**config.mk**
```make
export PLATFORM = sky130hd
export DESIGN_NAME = lock_sequencer
export DESIGN_NICKNAME = d
export VERILOG_FILES = /design/src/rtl/lock_sequencer.sv
export SDC_FILE = /design/constraint.sdc
export NUM_CORES = 1
export LEC_CHECK = 0
export ABC_AREA = 1
export BUFFER_PORTS_ARGS = -buffer_cell sky130_fd_sc_hd__buf_2
export CAP_MARGIN = 10
export CORE_MARGIN = 2
export CORE_UTILIZATION = 36
export DETAILED_ROUTE_END_ITERATION = 16
export PLACE_DENSITY = 0.63
export SETUP_SLACK_MARGIN = 0.4
export SLEW_MARGIN = 20
export SYNTH_ARGS = -nofsm -noshare
export SYNTH_HDL_FRONTEND = slang
export SYNTH_SLANG_ARGS = --single-unit
export TNS_END_PERCENT = 50
```
**constraint.sdc**
```tcl
create_clock -name clock -period 3.35 [get_ports clock]
set_input_delay 0.1675 -clock clock [delete_from_list [all_inputs] [get_ports clock]]
set_output_delay 0.1675 -clock clock [all_outputs]
set_load 0.02 [all_outputs]
```
**src/rtl/lock_sequencer.sv**
```systemverilog
// lock_sequencer: drives a serial combination lock from a parallel code request.
// It shifts the code MSB-first onto lock_x, returns the lock to idle after every
// attempt, reports pass/fail, and enforces a lockout after repeated failures.
module lock_sequencer #(
  parameter int CODE_LEN        = 6,
  parameter int MAX_FAIL        = 3,
  parameter int LOCKOUT_CYCLES  = 16,
  parameter int RECOVER_TIMEOUT = 8
) (
  input  logic                          clock,
  input  logic                          reset,
  input  logic                          req_valid,
  output logic                          req_ready,
  input  logic [CODE_LEN-1:0]           req_code,
  output logic                          lock_x,
  input  logic                          lock_ready,
  input  logic                          lock_unlock,
  input  logic                          lock_error,
  output logic                          resp_valid,
  output logic                          resp_ok,
  output logic [$clog2(MAX_FAIL+1)-1:0] fail_count,
  output logic                          lockout,
  output logic                          fault
);

  localparam int FW   = $clog2(MAX_FAIL + 1);
  localparam int IW   = (CODE_LEN > 1) ? $clog2(CODE_LEN) : 1;
  localparam int CMAX = (LOCKOUT_CYCLES > RECOVER_TIMEOUT) ? LOCKOUT_CYCLES : RECOVER_TIMEOUT;
  localparam int CW   = $clog2(CMAX + 1);

  localparam logic [IW-1:0] LAST_BIT = IW'(CODE_LEN - 1);
  localparam logic [CW-1:0] REC_LAST = CW'(RECOVER_TIMEOUT - 1);
  localparam logic [CW-1:0] LO_LAST  = CW'(LOCKOUT_CYCLES - 1);
  localparam logic [FW-1:0] FMAX     = FW'(MAX_FAIL);

  localparam logic [2:0] IDLE    = 3'd0;
  localparam logic [2:0] SHIFT   = 3'd1;
  localparam logic [2:0] CHECK   = 3'd2;
  localparam logic [2:0] RECOVER = 3'd3;
  localparam logic [2:0] RESP    = 3'd4;
  localparam logic [2:0] LOCKOUT = 3'd5;
  localparam logic [2:0] FAULT   = 3'd6;

  logic [2:0]          state, state_d;
  logic [CODE_LEN-1:0] code_q;
  logic [IW-1:0]       bit_idx;
  logic [CW-1:0]       cnt;
  logic                ok_q;
  logic                run_q;
  logic [FW-1:0]       fc_inc;
  logic                accept;

  // run_q keeps req_ready low while reset is held and for the first edge after it
  assign req_ready  = run_q && (state == IDLE) && lock_ready;
  assign accept     = req_valid && req_ready;
  // lock_x depends only on registered state so the lock never sees a comb loop
  assign lock_x     = (state == SHIFT) && code_q[bit_idx];
  assign resp_valid = (state == RESP);
  assign resp_ok    = (state == RESP) && ok_q;
  assign lockout    = (state == LOCKOUT);
  assign fault      = (state == FAULT);
  assign fc_inc     = (fail_count == FMAX) ? FMAX : fail_count + 1'b1;

  // Next-state selection; lock outputs only steer transitions
  always_comb begin
    state_d = state;
    case (state)
      IDLE:    if (accept) state_d = SHIFT;
      SHIFT:   if (lock_error) state_d = RECOVER;
               else if (bit_idx == '0) state_d = CHECK;
      CHECK:   state_d = RECOVER;
      RECOVER: if (lock_ready) state_d = RESP;
               else if (cnt == REC_LAST) state_d = FAULT;
      RESP:    state_d = (!ok_q && fc_inc == FMAX) ? LOCKOUT : IDLE;
      LOCKOUT: if (cnt == LO_LAST) state_d = IDLE;
      FAULT:   state_d = FAULT;
      default: state_d = IDLE;
    endcase
  end

  // State register plus the post-reset arm flag
  always_ff @(posedge clock or negedge reset) begin
    if (!reset) begin
      state <= IDLE;
      run_q <= 1'b0;
    end else begin
      state <= state_d;
      run_q <= 1'b1;
    end
  end

  // Shared dwell counter for RECOVER and LOCKOUT, restarted on every state change
  always_ff @(posedge clock or negedge reset) begin
    if (!reset)                                      cnt <= '0;
    else if (state_d != state)                       cnt <= '0;
    else if (state == RECOVER || state == LOCKOUT)   cnt <= cnt + 1'b1;
  end

  // Code capture, bit walk and pass/fail capture; an abort leaves ok_q at 0
  always_ff @(posedge clock or negedge reset) begin
    if (!reset) begin
      code_q  <= '0;
      bit_idx <= '0;
      ok_q    <= 1'b0;
    end else begin
      case (state)
        IDLE: if (accept) begin
          code_q  <= req_code;
          bit_idx <= LAST_BIT;
          ok_q    <= 1'b0;
        end
        SHIFT: if (lock_error)           ok_q    <= 1'b0;
               else if (bit_idx != '0)   bit_idx <= bit_idx - 1'b1;
        CHECK:                           ok_q    <= lock_unlock;
        default: ;
      endcase
    end
  end

  // Consecutive failure count: cleared on success or when lockout expires
  always_ff @(posedge clock or negedge reset) begin
    if (!reset) begin
      fail_count <= '0;
    end else if (state == RESP) begin
      fail_count <= ok_q ? '0 : fc_inc;
    end else if (state == LOCKOUT && cnt == LO_LAST) begin
      fail_count <= '0;
    end
  end

endmodule
```
# Yosys cells after proc, flatten, opt, wreduce, memory -nomap -nowiden
# Index checks and enable logic that the tools add are counted.
# totals
ff_bits	21
latch_bits	0
ramBits	0
rom_bits	0
inputBits	12
output_inout_bits	8
elab_cells	68
mem_count	0
# classes
add_sub_neg	3
n_mul	0
div_mod_pow	0
magnitude_cmp	1
n_eq_ne	15
shifts	0
n_mux	23
n_bitwise	0
reduce_logical	19
# ops
cell	n
2-to-1 mux 3 bit	10
one-hot mux 3 bit (7 select lines)	1
2-to-1 mux 5 bit	2
== test 3 bit (second input constant)	3
2-to-1 mux 2 bit	4
logical AND 1 bit	7
== test 3 x 2 -> 1 bit (second input constant)	2
zero test 3 bit	2
inequality test 2 bit (second input constant)	3
one-hot mux 3 bit (2 select lines)	1
nonzero test 2 bit	3
nonzero test 3 bit	2
adder 5 x 1 -> 5 bit (second input constant)	1
== test 5 x 3 -> 1 bit (second input constant)	1
== test 5 x 4 -> 1 bit (second input constant)	1
== test 2 bit (second input constant)	2
less-than comparator 3 x 4 -> 1 bit (second input constant)	1
AND reduction 4 bit	1
binary-select mux 1 bit (select 3 bit)	1
== test 3 x 1 -> 1 bit (second input constant)	1
2-to-1 mux 1 bit	3
inequality test 3 bit	1
one-hot mux 1 bit (3 select lines)	1
AND reduction 3 bit	1
6 further kinds	6

# Logic depth before layout (Yosys ltp)
# depth
ltp_word	8
mapped_depth	10
mapped_depth_nobuf	10

# Worst setup path after synthesis
# Ideal clock, no wire load.
# synth_path
kind	register -> register
startpoint	reg cnt[0]
endpoint	reg cnt[0]
setup_time_ps	120
arrival_ps	1322
required_time_ps	3230
path_slack_ps	1908
path_stages_with_launch	11
path_buffers	0
period_less_slack_ps	1442
path_cell_list	dfrtp_1 > ha_1 > nand2_1 > nor2_1 > ha_1 > nor2_1 > nor2_2 > nand2_1 > nand2_1 > nand4_2 > nor2_1
# synth_between
elab_chain_len	6
word_cells_on_any_way	11
cone_classes	1 x add/sub; 3 x eq/ne; 6 x mux; 1 x reduce/logical
# synth_rtl
element	line	rtl
start: declaration	47	logic [CW-1:0] cnt;
start signal: assignment	96	else if (state == RECOVER || state == LOCKOUT) cnt <= cnt + 1'b1;
== test 5 x 3 -> 1 bit	73	else if (cnt == REC_LAST) state_d = FAULT;
2-to-1 mux 3 bit	73	
2-to-1 mux 3 bit	72	RECOVER: if (lock_ready) state_d = RESP;
one-hot mux 3 bit (7 select lines)	67	case (state)
inequality test 3 bit	95	else if (state_d != state) cnt <= '0;
2-to-1 mux 5 bit or nonzero test 2 bit (tied branches)	n/a	
# Several ways; a longest one is shown, not always the timed one. The select of a mux whose other input is x is not followed.
# A chain may end at the register's enable or synchronous reset.

# Worst setup path in the final report
# layout_path
startpoint	reg state[1]
endpoint	out req_ready
# layout_between
elab_chain_len	3
# layout_rtl
element	line	rtl
start: declaration	44	logic [2:0] state, state_d;
start signal: assignment	87	state <= state_d;
zero test 3 bit	54	assign req_ready = run_q && (state == IDLE) && lock_ready;
logical AND 1 bit (2 in a row)	54	
end: declaration	13	output logic req_ready,
# No other way between the ends.

==> flow_summary.json <==
{
  "status": "finished, final reports clean",
  "syn_area_sq_um": 1220,
  "clk_path_buf_depth": 2,
  "multi_input_area_sq_um": 591,
  "die_w_um": 62.2,
  "grt_first_pass_wirelength_um": 4290,
  "cp-start-kind": "flip-flop",
  "max-vdd-ir-drop_mv": 0.206,
  "post_cts_buffers": 0,
  "final-hold-violation-count": 0,
  "synth_cell_types": 28,
  "synth-simple-area-share_pct": 32.3,
  "clk_latency_ns": 0.31,
  "cts_made_buffers": 3,
  "syn_avg_cell_area_sq_um": 7.76,
  "yosys_warnings": 0,
  "grt_util_met1_pct": 14.9,
  "antenna_found_initial": 0,
  "ant_nets": 0,
  "die_area_sq_um": 3870,
  "fin_setup_tns_ns": 0,
  "ios": 20,
  "ys_seq_elements": 21,
  "drt_iter0_drc": 38,
  "synth_top_family_by_area": "simple AND/OR/NAND/NOR gates",
  "rows": 21,
  "gr-max-usage-layer": "met2",
  "drc": 0,
  "cp_max_fo": 8,
  "clock-sinks": 21,
  "fin_crit_ns": 1.71,
  "synth_compound_area_share_pct": 7.80,
  "cp.required_ns": 3.18,
  "cts_tree": "yes",
  "post_cts_resized": 0,
  "area_growth_pct": 14.5,
  "finalNetCount": 196,
  "period_share_pct": 51.1,
  "arrival_ns": 1.54,
  "die_h_um": 62.2,
  "synth.net_count": 173,
  "rsz0062_at_grt": "false",
  "register_area_sq_um": 526,
  "yosysSeqAreaShare_pct": 43.1,
  "path_class": "flip-flop to output port",
  "synthAdderAreaFrac_pct": 4.11,
  "antenna_cells": 0,
  "fmax_mhz": 584,
  "root_buffer": "clkbuf_4",
  "synthCells": 157,
  "dp_hpwl_um": 1880,
  "path_clk_slew_ns": 0.12,
  "drive_gt1_share_pct": 21.2,
  "wl_per_cell_um": 10.6,
  "hold_path_class": "input port to flip-flop",
  "grt.met3_usage_pct": 3.26,
  "start_util_pct": 37.1,
  "final.fill_count": 345,
  "io_buffers": 19,
  "finalSetupViolations": 0,
  "power-per-cell-area_nw_per_um2": 776,
  "cap_violations": 0,
  "wirelength_um": 2390,
  "grt_pass1_vias": 1056,
  "core_area_sq_um": 3280,
  "drv_slew": 0,
  "routabilityCongestion": 0.768,
  "fin_util_pct": 42.5,
  "via_per_inst": 4.67,
  "skew_ns": 0.00216,
  "vias": 1050,
  "grt_max_degree": 22,
  "grt_overflow_total": 0,
  "dr.pass1.iters": 4,
  "synth_xor_area_share_pct": 2.16,
  "crit_path_end_kind": "output port",
  "grt_use_met2_pct": 25.3,
  "p_leak_uw": 0.000715,
  "muxShareOfSynthArea_pct": 1.75,
  "h-tree-depth": 1,
  "track_usage_pct": 13.6
}
area by class of cell:
type,instances,share of cell area (%)
multi-input combinational,110,42.3
sequential,21,37.7
timing repair buffer,20,7.53
inverter,24,6.46
tap,46,4.13
clock buffer,4,1.88
flip-flops by register name (all words and copies together) (netlist names):
register	flops
bit_idx	3
run_q	1
cnt	5
code_q	6
fail_count	2
state	3
ok_q	1
cell families (layout without fill, tap and decap cells):
family,after synthesis,after routing
simple gates,84,84
buf+inv,26,48
flops,21,21
compound gates,16,16
fa+ha+maj,4,4
xor+xnor,3,3
mux,2,2
other cells,1,1
cell usage after synthesis:
master / number / area [sq um]
nand2_1: 37 / 139
dfrtp_1: 21 / 526
inv_1: 20 / 75.1
nor2_1: 19 / 71.3
nand3_1: 11 / 55.1
o21ai_0: 6 / 30.0
nand4_1: 5 / 31.3
ha_1: 4 / 50.1
inv_2: 4 / 15.0
nand2_2: 4 / 25.0
o22ai_1: 3 / 18.8
a21oi_1: 2 / 10.0
nand3_2: 2 / 20.0
nor2_2: 2 / 12.5
nor2_4: 2 / 22.5
o211ai_1: 2 / 15.0
xor2_1: 2 / 17.5
buf_4: 1 / 7.51
clkbuf_2: 1 / 5.00
conb_1: 1 / 3.75
mux2_1: 1 / 11.3
mux2i_1: 1 / 10.0
nand4_2: 1 / 12.5
nor3_1: 1 / 5.00
o21ai_1: 1 / 5.00
o21ai_2: 1 / 8.76
o31ai_1: 1 / 7.51
xnor2_1: 1 / 8.76
worst max-delay path, cell delays in order (launching register included):
cell and delay [ns]:
dfrtp_1 0.48, inv_2 0.12, nand2_1 0.07, nor2_2 0.13, inv_2 0.07, nor2_4 0.17
buf_2 0.20
layout by cell type (no fill, tap or decap), types with 2 or more instances in the layout:
cell / instances
ha_1: 4
inv_1: 20
nor2_2: 2
inv_2: 4
dfrtp_1: 21
nor2_1: 19
nand3_1: 11
nor2_4: 2
nand2_1: 37
nand3_2: 2
o22ai_1: 3
nand4_1: 5
a21oi_1: 2
xor2_1: 2
clkbuf_4: 3
buf_2: 19
o21ai_0: 6
nand2_2: 4
o211ai_1: 2
metal layers:
layer | wire length (um) | vias to the layer above | part of all wire [%]
met1 | 1070 | 480 | 45
met4 | 42 | 0 | 1.8
li1 | - | 542 | -
met5 | 0 | - | 0
met2 | 1170 | 23 | 49
met3 | 109 | 5 | 4.6
worst paths after layout:
kind	from	cells past startpoint	slack (ns)	to
min reg2reg	ok_q	2	0.49	ok_q
min in group asynchronous	reset	2	0.33	bit_idx[1]
max reg2reg	cnt[0]	10	1.81	cnt[3]
max	state[1]	6	1.64	req_ready
max in group asynchronous	reset	2	2.70	run_q
min	req_code[0]	3	0.08	code_q[0]
timing repair:
action / CTS / global route
hold buffers: 1 / 0
endpoints found under the hold margin: 21 / 0
endpoints found under the setup margin: 0 / 0
metrics by stage:
step / cell area, sq um / worst slack, ns / hold WS [ns] / instances / power (uW)
global placement: 1360 / 1.85 / 0.155 / 220 / 946
finish: 1400 / 1.64 / 0.0825 / 225 / 1080
global route: 1400 / 1.50 / 0.0898 / 225 / 1190
floorplan: 1220 / 1.91 / -0.128 / 157 / 838
detailed placement: 1360 / 1.82 / 0.163 / 220 / 964
CTS: 1400 / 1.62 / 0.0834 / 225 / 1090
report_power, final:
group	total [uW]	internal [uW]	switching, uW	leakage (uW)
combinational	529	191	338	0.000432
clock	128	46.5	81.7	0.0000150
sequential	426	339	86.3	0.000269
(Power assumes the default switching activity.)
